File: config.mk
export PLATFORM = sky130hd
export DESIGN_NAME = page_table_walker
export DESIGN_NICKNAME = d
export VERILOG_FILES = /design/src/rtl/page_table_walker.sv
export SDC_FILE = /design/constraint.sdc
export NUM_CORES = 1
export LEC_CHECK = 0
export ABC_CLOCK_PERIOD_IN_PS = 2550
export BUFFER_PORTS_ARGS = -buffer_cell sky130_fd_sc_hd__buf_4
export CORE_MARGIN = 5
export CORE_UTILIZATION = 46
export DETAILED_ROUTE_END_ITERATION = 12
export PLACE_DENSITY = 0.76
export REMOVE_ABC_BUFFERS = 1
export SLEW_MARGIN = 10
export SYNTH_ARGS = -nofsm -noshare
export SYNTH_HDL_FRONTEND = slang
export SYNTH_SLANG_ARGS = --single-unit
File: constraint.sdc
create_clock -name clk -period 2.55 [get_ports clk]
set_clock_uncertainty 0.2 [all_clocks]
set_input_delay 0.51 -clock clk [delete_from_list [all_inputs] [get_ports clk]]
set_output_delay 0.51 -clock clk [all_outputs]
set_load 0.01 [all_outputs]
File: src/rtl/page_table_walker.sv
// rtl/page_table_walker.sv - two-level page table walker that refills the TLB from shared RAM
// Walks an Sv32-style split table and either pulses unfault with the physical address or holds page_fault.
module page_table_walker #(
   parameter int bit_count         = 32,
   parameter int page_offset_width = 12,
   parameter int index_width       = 10,
   parameter int walk_count_width  = 16
) (
   input  logic                                   clk,
   input  logic                                   rst,
   input  logic                                   walk_req,
   input  logic [bit_count-1:0]                   vaddr,
   input  logic [bit_count-page_offset_width-1:0] ptbr,
   output logic [bit_count-1:0]                   walk_paddr,
   output logic                                   unfault,
   output logic                                   page_fault,
   output logic                                   busy,
   output logic                                   mem_req,
   output logic [bit_count-1:0]                   mem_addr,
   input  logic                                   mem_ack,
   input  logic [bit_count-1:0]                   mem_rdata,
   output logic [walk_count_width-1:0]            walk_count
);

   localparam int ppn_width = bit_count - page_offset_width;
   localparam int pad_width = page_offset_width - index_width;

   typedef enum logic [2:0] {
      IDLE,
      L1_REQ,
      L2_REQ,
      DONE,
      HOLD,
      ERR
   } state_t;

   state_t                      state_q, state_d;
   logic [bit_count-1:0]        va_q, va_d;
   logic [ppn_width-1:0]        pte1_q, pte1_d;
   logic [bit_count-1:0]        paddr_q, paddr_d;
   logic [walk_count_width-1:0] count_q, count_d;

   // PTE bits [11:1] carry permissions this walker does not enforce.
   logic unused_pte_bits;
   assign unused_pte_bits = ^mem_rdata[page_offset_width-1:1];

   always_ff @(posedge clk or negedge rst) begin
      if (!rst) begin
         state_q <= IDLE;
         va_q    <= '0;
         pte1_q  <= '0;
         paddr_q <= '0;
         count_q <= '0;
      end else begin
         state_q <= state_d;
         va_q    <= va_d;
         pte1_q  <= pte1_d;
         paddr_q <= paddr_d;
         count_q <= count_d;
      end
   end

   always_comb begin
      state_d    = state_q;
      va_d       = va_q;
      pte1_d     = pte1_q;
      paddr_d    = paddr_q;
      count_d    = count_q;
      unfault    = 1'b0;
      page_fault = 1'b0;
      busy       = 1'b1;
      mem_req    = 1'b0;
      mem_addr   = '0;
      case (state_q)
         IDLE: begin
            busy = 1'b0;
            if (walk_req) begin
               va_d    = vaddr;
               state_d = L1_REQ;
            end
         end
         L1_REQ: begin
            mem_req  = 1'b1;
            mem_addr = {ptbr, va_q[bit_count-1 -: index_width], {pad_width{1'b0}}};
            if (mem_ack) begin
               if (mem_rdata[0]) begin
                  pte1_d  = mem_rdata[bit_count-1:page_offset_width];
                  state_d = L2_REQ;
               end else begin
                  state_d = ERR;
               end
            end
         end
         L2_REQ: begin
            mem_req  = 1'b1;
            mem_addr = {pte1_q, va_q[page_offset_width+index_width-1:page_offset_width],
                        {pad_width{1'b0}}};
            if (mem_ack) begin
               if (mem_rdata[0]) begin
                  paddr_d = {mem_rdata[bit_count-1:page_offset_width],
                             va_q[page_offset_width-1:0]};
                  state_d = DONE;
               end else begin
                  state_d = ERR;
               end
            end
         end
         DONE: begin
            unfault = 1'b1;
            count_d = count_q + 1'b1;
            state_d = HOLD;
         end
         // Gives the TLB a cycle to re-compare before walk_req is trusted again.
         HOLD: begin
            state_d = IDLE;
         end
         ERR: begin
            page_fault = 1'b1;
            if (!walk_req) begin
               state_d = IDLE;
            end
         end
         default: begin
            state_d = IDLE;
         end
      endcase
   end

   assign walk_paddr = paddr_q;
   assign walk_count = count_q;

endmodule
==> results of run 1 <==
-- area by class of cell --
class / instances / area [um2] / share of cell area (%)
Sequential cell: 103 / 2580 / 42.7
Tap cell: 133 / 166 / 2.76
Inverter: 4 / 15.0 / 0.249
Multi-Input combinational cell: 176 / 1760 / 29.2
Timing Repair Buffer: 169 / 1310 / 21.7
Clock inverter: 3 / 68.8 / 1.14
Clock buffer: 12 / 135 / 2.24
-- power by group through the flow --
stage,sequential [W],clock (W),combinational (W)
after floorplan,0.00281,0,0.00149
after global placement,0.00278,0,0.00284
after detailed placement,0.00281,0,0.00292
after CTS,0.00279,0.00111,0.00293
after global routing,0.00289,0.00118,0.00309
final,0.00279,0.00108,0.00286
-- sequential cells by signal (all words and copies together) (netlist names) --
| register | cells |
|---|---|
| va_q | 32 |
| walk_paddr | 32 |
| pte1_q | 20 |
| walk_count | 16 |
| state_q | 3 |
-- what timing repair did --
item / CTS / global route
endpoints found under the hold margin: 29 / 0
setup endpoints to repair: 0 / 20
gates resized for setup: 0 / 2
hold buffers: 1 / 0
setup buffers: 0 / 0
-- Yosys cell counts (5+ instances only) --
cell type                  count
sky130_fd_sc_hd__a22o_1       30
sky130_fd_sc_hd__and3_1        5
sky130_fd_sc_hd__buf_4         7
sky130_fd_sc_hd__buf_6         6
sky130_fd_sc_hd__clkbuf_1      6
sky130_fd_sc_hd__dfrtp_1     103
sky130_fd_sc_hd__mux2_1       30
sky130_fd_sc_hd__mux2_2       25
sky130_fd_sc_hd__mux2_4       30
sky130_fd_sc_hd__nand2_1       7
sky130_fd_sc_hd__nand3_1       6
sky130_fd_sc_hd__xnor2_1      13
-- stage by stage --
stage | util, % | TNS, ps | total power (W)
after detailed placement | 60.4 | 0 | 0.00573
after global routing | 62.6 | 0 | 0.00717
after floorplan | - | -37780 | 0.00429
after CTS | 62.6 | 0 | 0.00683
after global placement | 60.4 | 0 | 0.00562
final | 62.6 | 0 | 0.00673
-- worst reg2reg max path, cell delays in order, from the launching register on --
cell	delay (ps)
sky130_fd_sc_hd__dfrtp_1	500
sky130_fd_sc_hd__nor3b_4	240
sky130_fd_sc_hd__buf_4	290
sky130_fd_sc_hd__and3_2	260
sky130_fd_sc_hd__buf_4	270
sky130_fd_sc_hd__mux2_2	370
-- path summary, 6_finish.rpt --
path / end / slack [ps] / from
min in group asynchronous: va_q[5]$_DFFE_PN0P_ / 410 / rst
setup / recovery: mem_addr[2] / 130 / state_q[2]$_DFFE_PN0P_
hold / removal: va_q[22]$_DFFE_PN0P_ / 160 / vaddr[22]
hold reg to reg: walk_count[15]$_DFFE_PN0P_ / 280 / walk_count[15]$_DFFE_PN0P_
setup reg to reg: walk_paddr[0]$_DFFE_PN0P_ / 310 / state_q[2]$_DFFE_PN0P_
max in group asynchronous: walk_paddr[18]$_DFFE_PN0P_ / 1040 / rst
-- logic make-up after synthesis --
| logic type | Yosys count |
|---|---|
| AO/OA/AOI/OAI | 35 |
| XOR/XNOR | 15 |
| AND/OR/NAND/NOR | 37 |
| other | 1 |
| adder cells (fa/ha/maj) | 2 |
| multiplexers | 85 |
| flip-flops | 103 |
| buffers and inverters | 26 |
-- layer usage --
| layer | GRT usage, % | vias up | wire, um |
|---|---|---|---|
| met5 | 0 | - | 0 |
| met4 | 6.67 | 0 | 162 |
| met3 | 6.69 | 13 | 957 |
| met2 | 28.1 | 103 | 4720 |
| met1 | 21.3 | 1452 | 4150 |
| li1 | - | 1401 | - |
==> summary.md, run 1 <==
| Metric | Value |
|---|---|
| Final Instance Area | ~6000 um2 |
| Cell count after placement | between 500 and 600 |
| Peak supply drop | 0.000624 V |
| Setup violation total in the final timing report | 0 |
| Arrival time of the worst setup path | about 1700 ps |
| Number of different library cells in the post-synthesis netlist | 34 |
| Element type at the critical path end | output pin |
| Proportion of synthesized flip-flops having asynchronous set or reset | 100% |
| Total global-route track usage | between 10% and 20% |
| Run status | finished, final reports clean |
| Vias in the first global route | 3,238 |
| Count of pins on the block boundary | 172 |
| Final count of pins violating max slew | 0 |
| Top library cells by usage in the layout, fill and taps aside | 165 x sky130_fd_sc_hd__buf_4, 101 x sky130_fd_sc_hd__dfrtp_1, 30 x sky130_fd_sc_hd__a22o_1, 30 x sky130_fd_sc_hd__mux2_1, 30 x sky130_fd_sc_hd__mux2_4 |
| Multiplexer share of the synthesized area | around a quarter |
| Clock sink count | 103 |
| Top-area cell type share of the netlist area | a little under three fifths |
| Die area | approximately 12,000 um2 |
| Filler-free cell count of the finished design | 600 |
| Cell taking the most area after synthesis | sky130_fd_sc_hd__dfrtp_1 |
| H-Tree Depth | 3 |
| Row cnt | 36 |
| Post-Synthesis Cells | roughly 300 |
| FF+latch count, synth | ~100 |
| Unrepaired setup endpoints after global routing | false |
| Final min period | between 2000 and 2500 ps |
| Startpoint kind of the worst setup timing path | flip-flop |
| Post-DP HPWL | around 7.5 mm |
| Share of the synthesized area in compound gates (AO/OA/AOI/OAI) | 6.60% |
| Max frequency | ~410 MHz |
| Final worst-path cycle share | between 90% and 100% |
| FILL cells | approximately 760 |
| Total buffers and inverters traversed by the critical path | 2 |
| Buffers from clock root to sink, at most | 2 |
| Power share of the combinational group | between 40% and 50% |
| Initial core utilization | a little under half |
| Worst Path Required | around 1800 ps |
| TritonCTS clock tree | built |
| Switching pwr | 0.00214 W |
| Largest cells by area after synthesis | sky130_fd_sc_hd__dfrtp_1 57%, sky130_fd_sc_hd__mux2_4 10%, sky130_fd_sc_hd__mux2_1 7.5% |
| Average wire length per cell after detail routing | ~17 um |
| Die X | about 110 um |
| Post-Synth Simple-Gate Area | about 4.9% |
| Synthesized area divided by synthesized cell count | 14.8 um2 |
| Depth of the worst register-to-register path | 5 |
| Number of violations of the max-capacitance limit | 0 |
| Largest stage delay on the critical path | around 500 ps |
| Number of buffers inserted during clock tree synthesis | 9 |
| Stages on worst setup path | 4 |
| WHS | approximately 160 ps |
| Final RePlAce weighted congestion | ~0.74 |
| Crit Path Category | reg -> out |
| Number of warnings printed during yosys synthesis | 0 |
| Fraction of power spent switching nets | 31.7% |
| Commonest non-fill, non-tap cell in the layout | sky130_fd_sc_hd__buf_4 |
| Slowest CP cell | sky130_fd_sc_hd__dfrtp_1 |
| Antenna violations before repair | 0 |
| P&R area growth vs syn | 34.3% |
| Worst-Skew Late Latency | ~350 ps |
| Total routed wirelength | about 10 mm |
| Share of total power in sequential cells | about two fifths |
| Critical path peak fanout | 21 |
| Clk slew on worst S/H paths | ~100 ps |
| Core Region | 9640 um2 |
| Pre-antenna DRT Iters | 4 |
| Cell family with most CP delay | flip-flops |
| Power Density | between 1000 and 1500 nW/um2 |
| Fraction of the yosys area taken by sequential cells | 57.3% |
| Global-route wire length before repair | about 16 mm |
| Number of cells on the worst hold path | 2 |
| Adder-cell share of the synthesized area | less than 1% |
| Count of routing violations after the opening detailed-route iteration | about 110 |
| Final-stage net count | 552 |
| Post-placement worst setup slack | 251 ps |
| Post-synthesis instance area | between 4000 and 5000 um2 |
| Pin count of the biggest net entering global routing | 50 |
| Cell-by-cell listing of the critical path | nor3b_4 > buf_4 > a22o_1 > buf_4 |
| Diodes inserted | 0 |
| Number of vias in the routed layout | slightly below 3,000 |
| Primary FF master, synth | sky130_fd_sc_hd__dfrtp_1 |
| Fin worst setup slack | 128 ps |
| Leakage power summed over all cells | 2.94 nW |
| Final-report hold violation count | 0 |
| Chip Height | about 110 um |
| Power share of the clock group | 16.0% |
| Root Buffer | sky130_fd_sc_hd__clkbuf_8 |
| Post-place instance area | 5820 um2 |
| HP Class | in -> reg |
| Remaining antenna violation count | 0 |
| Fraction of final layout cells with drive strength greater than 1 | between 50 and 60% |
| Drt via density | 4.95 |
| Int Power | around 0.0046 W |
| Residual overflow from global routing | 0 |
| Buffers added on ports | 158 |
| Post-synthesis xor/xnor area fraction | under 10% |
| Combinational family with the most area after synthesis | multiplexers |
| Remaining DRCs | 0 |
| Critical Path Most Common Cell | sky130_fd_sc_hd__buf_4 |
| Post-synth EDFFs | 0 |
Power figures use the tool's default switching activity.
==> run 2, diff against run 1 <==
--- a/config.mk
+++ b/config.mk
@@ -7,12 +7,14 @@
 export LEC_CHECK = 0
 export ABC_CLOCK_PERIOD_IN_PS = 2550
 export BUFFER_PORTS_ARGS = -buffer_cell sky130_fd_sc_hd__buf_4
+export CELL_PAD_IN_SITES_DETAIL_PLACEMENT = 2
+export CELL_PAD_IN_SITES_GLOBAL_PLACEMENT = 2
 export CORE_MARGIN = 5
-export CORE_UTILIZATION = 46
+export CORE_UTILIZATION = 32
 export DETAILED_ROUTE_END_ITERATION = 12
-export PLACE_DENSITY = 0.76
+export PLACE_DENSITY_LB_ADDON = 0.1
 export REMOVE_ABC_BUFFERS = 1
-export SLEW_MARGIN = 10
+export SLEW_MARGIN = 30
 export SYNTH_ARGS = -nofsm -noshare
 export SYNTH_HDL_FRONTEND = slang
 export SYNTH_SLANG_ARGS = --single-unit
==> run 2 against run 1 <==
Against the previous run: hold slack improved by 16 ps; core utilization shrank 18 points; total power grew 6.8%; wire length increased by 23%; critical endpoint is now mem_addr[25]; largest cell class unchanged; highest routed layer unchanged; final area rose by 3.2%; critical path type unchanged.
==> summary.md, run 2 (synthesis results as in run 1) <==
| Metric | Value |
|---|---|
| Run status | finished, final reports clean |
| Final min period | roughly 2400 ps |
| Startpoint of the most critical hold path | vaddr[7] |
| Die X | approximately 130 um |
| Power Density | around 1200 nW/um2 |
| TritonCTS clock tree | built |
| Setup violation total in the final timing report | 0 |
| Final-stage net count | about 550 |
| Total buffers and inverters traversed by the critical path | 2 |
| P&R area growth vs syn | 38.5% |
| Antenna violations before repair | 0 |
| Critical path origin | state_q[2]$_DFFE_PN0P_ |
| Clk slew on worst S/H paths | approximately 70 ps |
| Count of pins on the block boundary | 172 |
| Average wire length per cell after detail routing | 18.9 um |
| Worst Path Required | ~1800 ps |
| HP Class | in -> reg |
| Row cnt | 43 |
| Slowest CP cell | sky130_fd_sc_hd__dfrtp_1 |
| Drt via density | 4.72 |
| Buffers from clock root to sink, at most | 2 |
| Total global-route track usage | between 10% and 20% |
| Pre-antenna DRT Iters | 4 |
| Chip Height | 129 um |
| Element type at the critical path end | output pin |
| Remaining antenna violation count | 0 |
| Diodes inserted | 0 |
| Fraction of final layout cells with drive strength greater than 1 | a little over half |
| Top library cells by usage in the layout, fill and taps aside | 163 x sky130_fd_sc_hd__buf_4, 101 x sky130_fd_sc_hd__dfrtp_1, 30 x sky130_fd_sc_hd__a22o_1, 30 x sky130_fd_sc_hd__mux2_1, 30 x sky130_fd_sc_hd__mux2_4 |
| Remaining DRCs | 0 |
| Vias in the first global route | ~3,400 |
| Unrepaired setup endpoints after global routing | false |
| Arrival time of the worst setup path | between 1500 and 2000 ps |
| Final count of pins violating max slew | 0 |
| Leakage power summed over all cells | ~3.0 nW |
| Global-route wire length before repair | between 15 and 20 mm |
| Final TNS setup | 0 ps |
| Post-place instance area | a little under 6000 um2 |
| Post-DP HPWL | roughly 8.9 mm |
| Commonest non-fill, non-tap cell in the layout | sky130_fd_sc_hd__buf_4 |
| Startpoint kind of the worst setup timing path | flip-flop |
| Cell family with most CP delay | flip-flops |
| Critical path peak fanout | 24 |
| Crit Path Category | reg -> out |
| Number of violations of the max-capacitance limit | 0 |
| Final Instance Area | 6230 um2 |
| Number of vias in the routed layout | slightly above 3,000 |
| Worst-Skew Late Latency | 340 ps |
| Final worst-path cycle share | between 90% and 100% |
| Cell-by-cell listing of the critical path | nor3_4 > buf_12 > a22o_1 > buf_4 |
| Count of routing violations after the opening detailed-route iteration | 67 |
| Peak supply drop | around 0.00044 V |
| H-Tree Depth | 3 |
| Total routed wirelength | between 10 and 15 mm |
| Core Region | around 14,000 um2 |
| Initial core utilization | between 30 and 40% |
| Final-report hold violation count | 0 |
| Buffers added on ports | between 150 and 200 |
| Pin count of the biggest net entering global routing | 44 |
| Clock sink count | approximately 100 |
| Largest stage delay on the critical path | a little under 500 ps |
| Total power draw | around 0.0072 W |
| Number of buffers inserted during clock tree synthesis | 9 |
| Residual overflow from global routing | 0 |
| Launching point of the worst reg2reg path | state_q[2]$_DFFE_PN0P_ |
| Root Buffer | sky130_fd_sc_hd__clkbuf_16 |
| Die area | roughly 17,000 um2 |
| Max frequency | a little over 400 MHz |
| Final RePlAce weighted congestion | about 0.74 |
-- run 2: timing repair --
action,in CTS,in global routing
hold endpoints to repair,28,0
hold buffers,1,0
buffers inserted,0,0
gates resized for setup,0,2
endpoints found under the setup margin,0,30
-- run 2: worst paths after layout --
| path | endpoint | slack (ps) | cells past startpoint |
|---|---|---|---|
| worst max-delay path | mem_addr[25] | 130 | 4 |
| min in group asynchronous | pte1_q[5]$_DFFE_PN0P_ | 450 | 2 |
| worst max register to register | pte1_q[8]$_DFFE_PN0P_ | 490 | 4 |
| worst min register to register | walk_count[15]$_DFFE_PN0P_ | 280 | 1 |
| max in group asynchronous | pte1_q[15]$_DFFE_PN0P_ | 1100 | 3 |
| worst min-delay path | va_q[7]$_DFFE_PN0P_ | 180 | 2 |
-- run 2: cell type report --
cell class	instances	area [um2]
multi-input cells	176	1760
clock inverters	3	40.0
flip-flops and latches	103	2580
fillers	1359	7600
inverters	4	15.0
clock buffers	13	270
well taps	180	225
repair buffers	169	1330
-- run 2: routing by layer --
| layer | up-vias | share of wire [%] | GRT usage (%) | wire length (um) |
|---|---|---|---|---|
| met5 | - | 0 | 0 | 0 |
| met4 | 0 | 1.4 | 5.19 | 174 |
| met3 | 11 | 8.3 | 4.69 | 1020 |
| met2 | 108 | 48 | 24.5 | 5860 |
| met1 | 1537 | 42 | 18.8 | 5210 |
| li1 | 1401 | - | - | - |
-- run 2: metrics by stage --
step | setup slack, ps | instances | hold WS, ps | util, %
finish | 131 | 648 | 177 | 45.0
detailed placement | 420 | 631 | 277 | 42.7
floorplan | -1040 | 283 | 14.4 | -
global route | 17.1 | 648 | 167 | 45.0
CTS | 33.9 | 648 | 163 | 45.0
global placement | 453 | 631 | 262 | 42.7
-- run 2: power by group --
group / internal, W / total, W / leakage [nW] / switching (W)
Sequential: 0.00234 / 0.00281 / 1.29 / 0.000464
Clock: 0.000839 / 0.00142 / 0.156 / 0.000582
Combinational: 0.00175 / 0.00296 / 1.56 / 0.00122
Total: 0.00493 / 0.00719 / 3.01 / 0.00226
==> run 3, diff against run 2 <==
==> constraint.sdc (replaced) <==
create_clock -name clk -period 2.55 [get_ports clk]
set_clock_uncertainty 0.2 [all_clocks]
set_input_delay 0.255 -clock clk [delete_from_list [all_inputs] [get_ports clk]]
set_output_delay 0.255 -clock clk [all_outputs]
set_load 0.01 [all_outputs]
==> run 3 against run 2 <==
Against the previous run: worst setup slack gained 170 ps; critical path type unchanged; total power grew 3.4%; clock-buffer cell count shrank 1; largest cell class unchanged; core utilization grew 3.8 points; hold slack lost 160 ps; first-iteration DRC count grew 49%; wire length grew 10%.
==> summary.md, run 3 (synthesis results as in run 1) <==
| Metric | Value |
|---|---|
| Final RePlAce weighted congestion | roughly 0.75 |
| Final-report hold violation count | 0 |
| Slew of the pin with the lowest slew margin | between 500 and 600 ps |
| Average wire length per cell after detail routing | 19.3 um |
| Startpoint of the most critical hold path | mem_rdata[0] |
| Global-route wire length before repair | roughly 21 mm |
| Drt via density | around 4.8 |
| H-Tree Depth | 3 |
| Crit Path Category | reg -> out |
| Element type at the critical path end | output pin |
| Pre-antenna DRT Iters | 4 |
| TritonCTS clock tree | built |
| Residual overflow from global routing | 0 |
| Critical path peak fanout | 17 |
| Die area | ~17,000 um2 |
| Worst-Skew Late Latency | roughly 340 ps |
| Vias in the first global route | between 3,000 and 4,000 |
| FILL cells | about 1,300 |
| Max frequency | between 400 and 500 MHz |
| Run status | finished, final reports clean |
| Number of instances resized during post-cts repair | 0 |
| Count of pins on the block boundary | around 170 |
| Depth of the worst register-to-register path | 5 |
| Number of vias in the routed layout | 3,331 |
| Number of violations of the max-capacitance limit | 0 |
| Total routed wirelength | approximately 14 mm |
| Chip Height | ~130 um |
| Final min period | roughly 2300 ps |
| Pin count of the biggest net entering global routing | ~100 |
| Worst slew slack as a fraction of its limit | a little over three fifths |
| Post-DP HPWL | 8.59 mm |
| Number of cells on the worst hold path | 3 |
| Antenna violations before repair | 0 |
| Leakage power summed over all cells | around 3.2 nW |
| WHS Endpoint | state_q[1]$_DFFE_PN0P_ |
| Clk slew on worst S/H paths | about 70 ps |
| Arrival time of the worst setup path | approximately 1800 ps |
| Top library cells by usage in the layout, fill and taps aside | 163 x sky130_fd_sc_hd__buf_4, 103 x sky130_fd_sc_hd__dfrtp_1, 54 x sky130_fd_sc_hd__dlygate4sd3_1 |
| Number of buffers inserted during clock tree synthesis | 9 |
| Buffers added on ports | about 160 |
| Core Region | ~14,000 um2 |
| Reg-to-reg endpoint | pte1_q[16]$_DFFE_PN0P_ |
| Die X | about 130 um |
| Diodes inserted | 0 |
| Cell count after placement | between 600 and 700 |
| R2R setup slack | around 510 ps |
| HP Class | in -> reg |
| Buffers from clock root to sink, at most | 2 |
| Launching point of the worst reg2reg path | state_q[0]$_DFFE_PN0P_ |
| Final worst-path cycle share | 88.3% |
| Row cnt | between 40 and 50 |
| Initial core utilization | about 33% |
| Startpoint kind of the worst setup timing path | flip-flop |
| P&R area growth vs syn | 50.2% |
| Worst Path Required | 2100 ps |
| Post-placement worst setup slack | between 500 and 600 ps |
| Critical path origin | state_q[0]$_DFFE_PN0P_ |
| Total global-route track usage | 16.8% |
| Final TNS setup | 0 ps |
| Fin worst setup slack | ~300 ps |
| Commonest non-fill, non-tap cell in the layout | sky130_fd_sc_hd__buf_4 |
| Setup violation total in the final timing report | 0 |
| Final-stage net count | around 600 |
| Remaining DRCs | 0 |
| Power Density | ~1100 nW/um2 |
| Root Buffer | sky130_fd_sc_hd__clkbuf_16 |
| Fraction of final layout cells with drive strength greater than 1 | between 40 and 50% |
| Filler-free cell count of the finished design | around 700 |
| Peak supply drop | ~0.00046 V |
| Unrepaired setup endpoints after global routing | false |
| Final count of pins violating max slew | 0 |
| Count of routing violations after the opening detailed-route iteration | 100 |
| Clock sink count | between 100 and 150 |
| Remaining antenna violation count | 0 |
[run 3: final cells by class]
| cell class | count | area, um2 | area share, % |
|---|---|---|---|
| Inverter | 4 | 15.0 | 0.222 |
| Tap cell | 180 | 225 | 3.34 |
| Sequential cell | 103 | 2580 | 38.2 |
| Clock inverter | 3 | 90.1 | 1.33 |
| Multi-Input combinational cell | 176 | 1760 | 26.1 |
| Clock buffer | 12 | 256 | 3.80 |
| Timing Repair Buffer | 220 | 1820 | 27.0 |
[run 3: where the power goes]
part | internal [W] | switching [W] | leakage (nW) | total [W]
Clock | 0.00101 | 0.000593 | 0.169 | 0.00160
Sequential | 0.00234 | 0.000481 | 1.29 | 0.00282
Combinational | 0.00176 | 0.00125 | 1.77 | 0.00302
Total | 0.00511 | 0.00233 | 3.23 | 0.00744
[run 3: worst max-delay path by stage]
stage / slack [ps] / endpoint / depth (start not counted)
after detailed placement: 520 / pte1_q[12]$_DFFE_PN0P_ / 5
after CTS: 230 / mem_addr[31] / 5
after global routing: 150 / mem_addr[31] / 4
after floorplan: -1040 / walk_paddr[0]$_DFFE_PN0P_ / 3
after global placement: 570 / walk_paddr[0]$_DFFE_PN0P_ / 4
final: 300 / mem_addr[31] / 5
[run 3: metrics by stage]
| step | instance area, um2 | total power, W | hold slack [ps] | util [%] |
|---|---|---|---|---|
| 2_1_floorplan | 4340 | 0.00429 | -241 | - |
| 3_3_place_gp | 5860 | 0.00570 | 172 | 42.4 |
| 3_5_place_dp | 5860 | 0.00581 | 179 | 42.4 |
| 4_1_cts | 6750 | 0.00753 | 7.59 | 48.8 |
| 5_1_grt | 6750 | 0.00792 | 28.8 | 48.8 |
| 6_report | 6750 | 0.00744 | 20.8 | 48.8 |
[run 3: repair_timing]
item,in CTS,in global routing
setup buffers,0,0
hold buffers,54,0
endpoints found under the hold margin,177,0
[run 3: critical path: stages (launching register included)]
cell	delay, ps
sky130_fd_sc_hd__dfrtp_1	540
sky130_fd_sc_hd__inv_1	150
sky130_fd_sc_hd__nor3_4	160
sky130_fd_sc_hd__buf_4	280
sky130_fd_sc_hd__a22o_1	200
sky130_fd_sc_hd__buf_4	130
[run 3: per-layer routing]
metal | share of wire (%) | vias to the layer above | track usage (%) | wire [um]
met5 | 0 | - | 0 | 0
met4 | 1.3 | 0 | 5.31 | 176
met1 | 42 | 1706 | 20.3 | 5650
met2 | 50 | 110 | 29.5 | 6810
li1 | - | 1504 | - | -
met3 | 6.3 | 11 | 4.15 | 857
